`src/rtl/melody_seq.sv`:
```
// ---------------------------------------------------------------------------
// melody_seq -- note sequencer that sits directly upstream of the io_bz buzzer
// controller. A melody of 8-bit note codes {dur[7:4], pitch[3:0]} is written
// one entry at a time and then played back. Each note is presented to io_bz
// as a one-cycle bz_start pulse together with a bz_val that stays stable for
// the whole note. A silent gap separates consecutive notes.
//
// Timing: one tick is TICK_DIV clk cycles (0.1 s at 10 MHz with the default).
// A note with duration code n lasts (n+1) ticks. Those ticks are counted from
// the START cycle. GAP_TICKS silent ticks follow each note. When GAP_TICKS is
// 0, the gap is a single pass-through cycle.
//
// Optional feature macro: MELODY_LOOP_EN
//   defined   : the loop port exists. When loop=1 at the end of the melody,
//               playback restarts seamlessly at entry 0.
//   undefined : the loop port is absent. Playback always stops at the end.
//
// Ports
//   clk       in   1     system clock
//   rst       in   1     asynchronous, active-low reset
//   wr_en     in   1     append wr_data to the melody (1-cycle strobe)
//   wr_data   in   8     note code {dur, pitch}; pitch 0 is a rest
//   clr       in   1     stop playback and empty the melody
//   play      in   1     start playback from entry 0 (1-cycle strobe)
//   stop      in   1     abort playback
//   loop      in   1     repeat the melody at its end (MELODY_LOOP_EN only)
//   bz_start  out  1     to io_bz.start, 1-cycle pulse per note
//   bz_val    out  8     to io_bz.val, held for the whole note
//   busy      out  1     high while a melody is being played
//   full      out  1     count == DEPTH
//   count     out  AW+1  number of stored entries
//   idx       out  AW    entry currently playing
// ---------------------------------------------------------------------------
module melody_seq #(
  parameter int DEPTH     = 16,
  parameter int AW        = 4,
  parameter int TICK_DIV  = 1000000,
  parameter int GAP_TICKS = 1
) (
  input  logic          clk,
  input  logic          rst,
  input  logic          wr_en,
  input  logic [7:0]    wr_data,
  input  logic          clr,
  input  logic          play,
  input  logic          stop,
`ifdef MELODY_LOOP_EN
  input  logic          loop,
`endif
  output logic          bz_start,
  output logic [7:0]    bz_val,
  output logic          busy,
  output logic          full,
  output logic [AW:0]   count,
  output logic [AW-1:0] idx
);

  // Cycle counter width. Keep at least one bit so that TICK_DIV=1 still elaborates.
  localparam int            CW        = (TICK_DIV > 1) ? $clog2(TICK_DIV) : 1;
  localparam logic [CW-1:0] CYC_LAST  = CW'(TICK_DIV - 1);
  localparam logic [CW-1:0] CYC_ZERO  = {CW{1'b0}};
  localparam logic [CW-1:0] CYC_ONE   = CW'(1);
  localparam logic [4:0]    GAP_LAST  = (GAP_TICKS > 0) ? 5'(GAP_TICKS - 1) : 5'd0;
  localparam bit            GAP_NONE  = (GAP_TICKS == 0);
  localparam logic [AW:0]   DEPTH_C   = (AW + 1)'(DEPTH);
  localparam logic [AW:0]   CNT_ZERO  = {(AW + 1){1'b0}};
  localparam logic [AW:0]   CNT_ONE   = (AW + 1)'(1);
  localparam logic [AW-1:0] IDX_ZERO  = {AW{1'b0}};
  localparam logic [AW-1:0] IDX_ONE   = AW'(1);

  typedef enum logic [2:0] {
    S_IDLE  = 3'd0,
    S_LOAD  = 3'd1,
    S_START = 3'd2,
    S_PLAY  = 3'd3,
    S_GAP   = 3'd4
  } state_e;

  state_e          state_q, state_d;
  logic            bz_start_q, bz_start_d;
  logic [7:0]      bz_val_q, bz_val_d;
  logic            busy_q, busy_d;
  logic            full_q, full_d;
  logic [AW:0]     count_q, count_d;
  logic [AW-1:0]   idx_q, idx_d;
  logic [CW-1:0]   cyc_q, cyc_d;
  logic [4:0]      tick_q, tick_d;

  logic [7:0]      mem_q [DEPTH];
  logic            mem_we;

  logic            cyc_wrap;
  logic            note_end;
  logic            gap_end;
  logic            has_next;
  logic            loop_en;
  logic [CW-1:0]   cyc_inc;
  logic [4:0]      tick_inc;

`ifdef MELODY_LOOP_EN
  assign loop_en = loop;
`else
  assign loop_en = 1'b0;
`endif

  // Free-running tick arithmetic shared by the START/PLAY/GAP states.
  assign cyc_wrap = (cyc_q == CYC_LAST);
  assign cyc_inc  = cyc_wrap ? CYC_ZERO : (cyc_q + CYC_ONE);
  assign tick_inc = cyc_wrap ? (tick_q + 5'd1) : tick_q;

  // The note ends on the last cycle of tick number dur. Counting starts at START,
  // so the sounding part of the note spans (dur+1)*TICK_DIV cycles in total.
  assign note_end = cyc_wrap && (tick_q == {1'b0, bz_val_q[7:4]});
  assign gap_end  = GAP_NONE ? 1'b1 : (cyc_wrap && (tick_q == GAP_LAST));

  // More entries remain in this pass when idx+1 < count.
  assign has_next = (({1'b0, idx_q} + CNT_ONE) < count_q);

  // Next-state, output and datapath decisions, applied in priority order clr > stop > play > wr_en.
  always_comb begin
    state_d    = state_q;
    bz_start_d = 1'b0;
    bz_val_d   = bz_val_q;
    count_d    = count_q;
    idx_d      = idx_q;
    cyc_d      = cyc_q;
    tick_d     = tick_q;
    mem_we     = 1'b0;

    case (state_q)
      S_IDLE: begin
        if (play && (count_q != CNT_ZERO)) begin
          state_d = S_LOAD;
          idx_d   = IDX_ZERO;
        end else if (wr_en && !full_q) begin
          mem_we  = 1'b1;
          count_d = count_q + CNT_ONE;
        end else begin
          state_d = S_IDLE;
        end
      end

      S_LOAD: begin
        cyc_d      = CYC_ZERO;
        tick_d     = 5'd0;
        bz_val_d   = mem_q[idx_q];
        bz_start_d = 1'b1;
        state_d    = S_START;
      end

      // START and PLAY share the note-duration count. START normally lasts one
      // cycle. With a one-cycle note, it can also finish the note itself.
      S_START, S_PLAY: begin
        cyc_d  = cyc_inc;
        tick_d = tick_inc;
        if (note_end) begin
          state_d  = S_GAP;
          cyc_d    = CYC_ZERO;
          tick_d   = 5'd0;
          bz_val_d = {bz_val_q[7:4], 4'h0};
        end else begin
          state_d = S_PLAY;
        end
      end

      S_GAP: begin
        cyc_d  = cyc_inc;
        tick_d = tick_inc;
        if (gap_end) begin
          if (has_next) begin
            idx_d   = idx_q + IDX_ONE;
            state_d = S_LOAD;
          end else if (loop_en) begin
            idx_d   = IDX_ZERO;
            state_d = S_LOAD;
          end else begin
            idx_d    = IDX_ZERO;
            bz_val_d = 8'h00;
            state_d  = S_IDLE;
          end
        end else begin
          state_d = S_GAP;
        end
      end

      default: begin
        state_d  = S_IDLE;
        bz_val_d = 8'h00;
        idx_d    = IDX_ZERO;
      end
    endcase

    // stop silences io_bz (pitch 0). It leaves idx alone so the abort point stays visible.
    if (stop && (state_q != S_IDLE)) begin
      state_d    = S_IDLE;
      bz_val_d   = 8'h00;
      bz_start_d = 1'b0;
      idx_d      = idx_q;
      cyc_d      = CYC_ZERO;
      tick_d     = 5'd0;
      mem_we     = 1'b0;
    end else begin
      mem_we     = mem_we;
    end

    // clr overrides everything else, including a play or a write in the same cycle.
    if (clr) begin
      state_d    = S_IDLE;
      bz_val_d   = 8'h00;
      bz_start_d = 1'b0;
      count_d    = CNT_ZERO;
      idx_d      = IDX_ZERO;
      cyc_d      = CYC_ZERO;
      tick_d     = 5'd0;
      mem_we     = 1'b0;
    end else begin
      count_d    = count_d;
    end

    busy_d = (state_d != S_IDLE);
    full_d = (count_d == DEPTH_C);
  end

  // Control and output registers. The asynchronous reset puts every output at its idle value at once.
  always_ff @(posedge clk or negedge rst) begin
    if (!rst) begin
      state_q    <= S_IDLE;
      bz_start_q <= 1'b0;
      bz_val_q   <= 8'h00;
      busy_q     <= 1'b0;
      full_q     <= 1'b0;
      count_q    <= CNT_ZERO;
      idx_q      <= IDX_ZERO;
      cyc_q      <= CYC_ZERO;
      tick_q     <= 5'd0;
    end else begin
      state_q    <= state_d;
      bz_start_q <= bz_start_d;
      bz_val_q   <= bz_val_d;
      busy_q     <= busy_d;
      full_q     <= full_d;
      count_q    <= count_d;
      idx_q      <= idx_d;
      cyc_q      <= cyc_d;
      tick_q     <= tick_d;
    end
  end

  // Melody storage. It is not reset: count alone decides which entries are valid.
  always_ff @(posedge clk) begin
    if (mem_we) begin
      mem_q[count_q[AW-1:0]] <= wr_data;
    end
  end

  assign bz_start = bz_start_q;
  assign bz_val   = bz_val_q;
  assign busy     = busy_q;
  assign full     = full_q;
  assign count    = count_q;
  assign idx      = idx_q;

endmodule

```
`config.mk`:
```
export PLATFORM = sky130hd
export DESIGN_NAME = melody_seq
export DESIGN_NICKNAME = d
export VERILOG_FILES = /design/src/rtl/melody_seq.sv
export SDC_FILE = /design/constraint.sdc
export NUM_CORES = 1
export LEC_CHECK = 0
export ABC_AREA = 1
export BUFFER_PORTS_ARGS = -buffer_cell sky130_fd_sc_hd__buf_2
export CORE_UTILIZATION = 55
export DETAILED_ROUTE_END_ITERATION = 10
export GPL_TIMING_DRIVEN = 1
export PLACE_DENSITY = 0.77
export SYNTH_ARGS = -nofsm -noshare
export SYNTH_HDL_FRONTEND = slang
export SYNTH_SLANG_ARGS = --single-unit
```
`constraint.sdc`:
```
create_clock -name clk -period 5 [get_ports clk]
set_input_delay 0.25 -clock clk [delete_from_list [all_inputs] [get_ports clk]]
set_output_delay 0.25 -clock clk [all_outputs]
set_load 0.005 [all_outputs]
```
==> results_dict.tcl <==
set metrics [dict create \
    vias 6010 \
    io_pins 34 \
    gp_congestion 0.904 \
    maxCapViolations 0 \
    start_util_pct 56.3 \
    cts_tree "built" \
    synth_mux_area_share_pct 0 \
    pwr-share-seq_pct 49.6 \
    dp_cells 1015 \
    synth-compound-area-share_pct 9.77 \
    first_global_vias 5407 \
    rsz0062_at_grt "no" \
    synthAdderAreaFrac_pct 1.83 \
    combPwrFrac_pct 8.2 \
    clkPwrFrac_pct 42.1 \
    fillCellCount 1146 \
    powerDensity_nw_per_um2 361 \
    cts.sinks 176 \
    slew_violations 0 \
    worst-endpoint-required_ps 5330 \
    power_switching_mw 0.843 \
    synthCells 824 \
    cts_hold_buf 0 \
    grt_max_degree 65 \
    fin_crit_sh_pct 55.5 \
    fmax_mhz 361 \
    rows 44 \
    diodes 0 \
    p_sw_share_pct 25.7 \
    die-height_um 124 \
    dieArea_sq_um 15400 \
    wire_per_inst_um 17.3 \
    fp.coreArea_sq_um 14500 \
    utilization_pct 62.6 \
    syn_area_sq_um 8190 \
    totalWireLength_um 18100 \
    clk_latency_ps 440 \
    avgViaCountPerCell 5.74 \
    final_cell_mix "nor2_1 (155), nand2_1 (133), edfxtp_1 (128)" \
    cts_buffers 17 \
    dieWidth_um 124 \
    ctsResizeCount 0 \
    synth_cell_types 37 \
    startpoint_type "flip-flop" \
    crit_path_max_fanout 64 \
    cp-end-kind "flip-flop" \
    critPathArrivalTime_ps 3100 \
    syn_avg_cell_area_sq_um 9.94 \
    antenna_found_initial 0 \
    layout-drive-gt1-share_pct 11.7 \
    dp_hpwl_um 11700 \
    finalCriticalPeriod_ps 2770 \
    drc_errors 0 \
    synth_simple_gate_area_share_pct 20.7 \
    outcome "finished clean" \
    whs_ps 1.34 \
    port_buffers 33 \
    layout.cells.non_filler 1047 \
    ant_nets 0 \
    ys_seq_area_share_pct 61.6 \
    overflow 0 \
    setup_viol 0 \
    layout_commonest_cell "nor2_1" \
    synth-xor-area-share_pct 1.28 \
    grt_pass1_wl_um 28100 \
    worst_pin_slew_ps 1090 \
    detail_route.first_pass.iterations 5 \
    leakagePower_nw 3.66 \
    area_growth_pct 11.1 \
    p_int_mw 2.44 \
    yosysWarnings 0 \
    synth_nets 850 \
    path_clk_slew_ps 70 \
    peakVddDrop_uv 288 \
    first_iter_violations 663 \
    hp-class "primary input to asynchronous set/reset pin" \
    crit_type "flip-flop to flip-flop" \
    gr-usage-all-layers_pct 25.2 \
    hold_viol 0 \
    nets 876 \
    root_buffer "clkbuf_16" \
    htree_levels 4 \
    fin_tns_setup_ps 0 \
    max-slew-margin-rel_pct 27.3 \
    synth_top_family_by_area "simple AND/OR/NAND/NOR gates" \
    dpl_worst_slack_ps 2320 \
    clock_path_buffers 2 \
    post-cts-setup-buffers 0 \
    fin_ws_ps 2230 \
    ys_seq_elements 176 \
    fin_skew_ps 11.3 \
]
## sequential cells by signal, indices dropped and copies added (netlist names)
register / cells
busy: 1
bz_start: 1
bz_val: 8
count: 5
cyc_q: 20
full: 1
idx: 4
mem_q: 128
state_q: 3
tick_q: 5
## power by group through the flow
stage          combinational, mW  clock [mW]  sequential [mW]
2_1_floorplan              0.174           0             1.66
4_1_cts                    0.272        1.39             1.63
5_1_grt                    0.303        1.44             1.63
6_report                   0.271        1.38             1.63
3_5_place_dp               0.270           0             1.66
3_3_place_gp               0.268           0             1.66
## synthesized netlist by cell type
| master | number | area, sq um |
|---|---|---|
| nand3b_1 | 1 | 7.51 |
| nand3_2 | 3 | 30.0 |
| xor2_1 | 10 | 87.6 |
| o21bai_1 | 2 | 15.0 |
| buf_1 | 1 | 3.75 |
| nor3_4 | 1 | 16.3 |
| nand4_1 | 11 | 68.8 |
| nand2_4 | 5 | 56.3 |
| a22o_1 | 1 | 8.76 |
| nor2_2 | 2 | 12.5 |
| xnor2_1 | 2 | 17.5 |
| o211a_1 | 2 | 20.0 |
| nor3_1 | 8 | 40.0 |
| inv_1 | 61 | 229 |
| dfrtp_1 | 48 | 1200 |
| a21oi_4 | 1 | 16.3 |
| nand2_2 | 4 | 25.0 |
| ha_1 | 12 | 150 |
| o211ai_1 | 21 | 158 |
| nand2_1 | 133 | 499 |
| o21ai_0 | 86 | 430 |
| buf_2 | 10 | 50.1 |
| nand3_1 | 54 | 270 |
| clkbuf_1 | 16 | 60.1 |
| o22ai_1 | 7 | 43.8 |
| nor2_4 | 3 | 33.8 |
| edfxtp_1 | 128 | 3840 |
| buf_6 | 1 | 11.3 |
| or2_1 | 1 | 6.26 |
| nor3_2 | 5 | 50.1 |
| clkbuf_2 | 1 | 5.00 |
| o2111ai_1 | 1 | 8.76 |
| o21ai_1 | 6 | 30.0 |
| nor2_1 | 155 | 582 |
| inv_2 | 8 | 30.0 |
| a21oi_1 | 12 | 60.1 |
| a21oi_2 | 1 | 8.76 |
## critical path, stage by stage (launching register included)
cell	delay, ps
dfrtp_2	520
buf_4	520
inv_2	540
nor2_1	220
nor2_1	60
o21ai_0	100
o21ai_0	150
o21ai_0	230
nand2_1	110
nand3_1	110
nand2_1	60
## logic make-up (layout without fill, tap and decap cells)
family                   after synthesis  after routing
XOR/XNOR                              12             12
AO/OA/AOI/OAI                        140            140
flip-flops                           176            176
buffers and inverters                 98            137
AND/OR/NAND/NOR                      386            386
adder cells (fa/ha/maj)               12             12
## per-stage QoR
stage               total power [mW]  area [sq um]
floorplan                       1.83          8190
global placement                1.93          8480
detailed placement              1.93          8480
CTS                             3.29          9090
global route                    3.38          9090
finish                          3.29          9090
## cell type report
| class | instances | area [sq um] | area share, % |
|---|---|---|---|
| Sequential cell | 176 | 5050 | 55.5 |
| Tap cell | 184 | 230 | 2.53 |
| Clock inverter | 15 | 193 | 2.12 |
| Inverter | 69 | 259 | 2.85 |
| Timing Repair Buffer | 36 | 188 | 2.06 |
| Multi-Input combinational cell | 550 | 2750 | 30.3 |
| Clock buffer | 17 | 425 | 4.68 |
## metal layers
metal | track usage (%) | routed length, um
met1 | 33.7 | 7800
met3 | 5.17 | 1250
met2 | 40.1 | 8660
met4 | 10.9 | 423
met5 | 0 | 0
## path summary, 6_finish.rpt
check / start / endpoint / slack (ps) / depth (start not counted)
worst min register to register: bz_val[0] / bz_val[0] / 490 / 2
max in group asynchronous: rst / idx[0] / 4260 / 1
worst max register to register: idx[0] / bz_val[2] / 2230 / 10
min in group clk: wr_data[7] / mem_q[12][7] / 220 / 1
worst max-delay path: idx[0] / bz_val[2] / 2230 / 10
worst min-delay path: rst / bz_start / 1 / 1
Power figures use the tool's default switching activity.
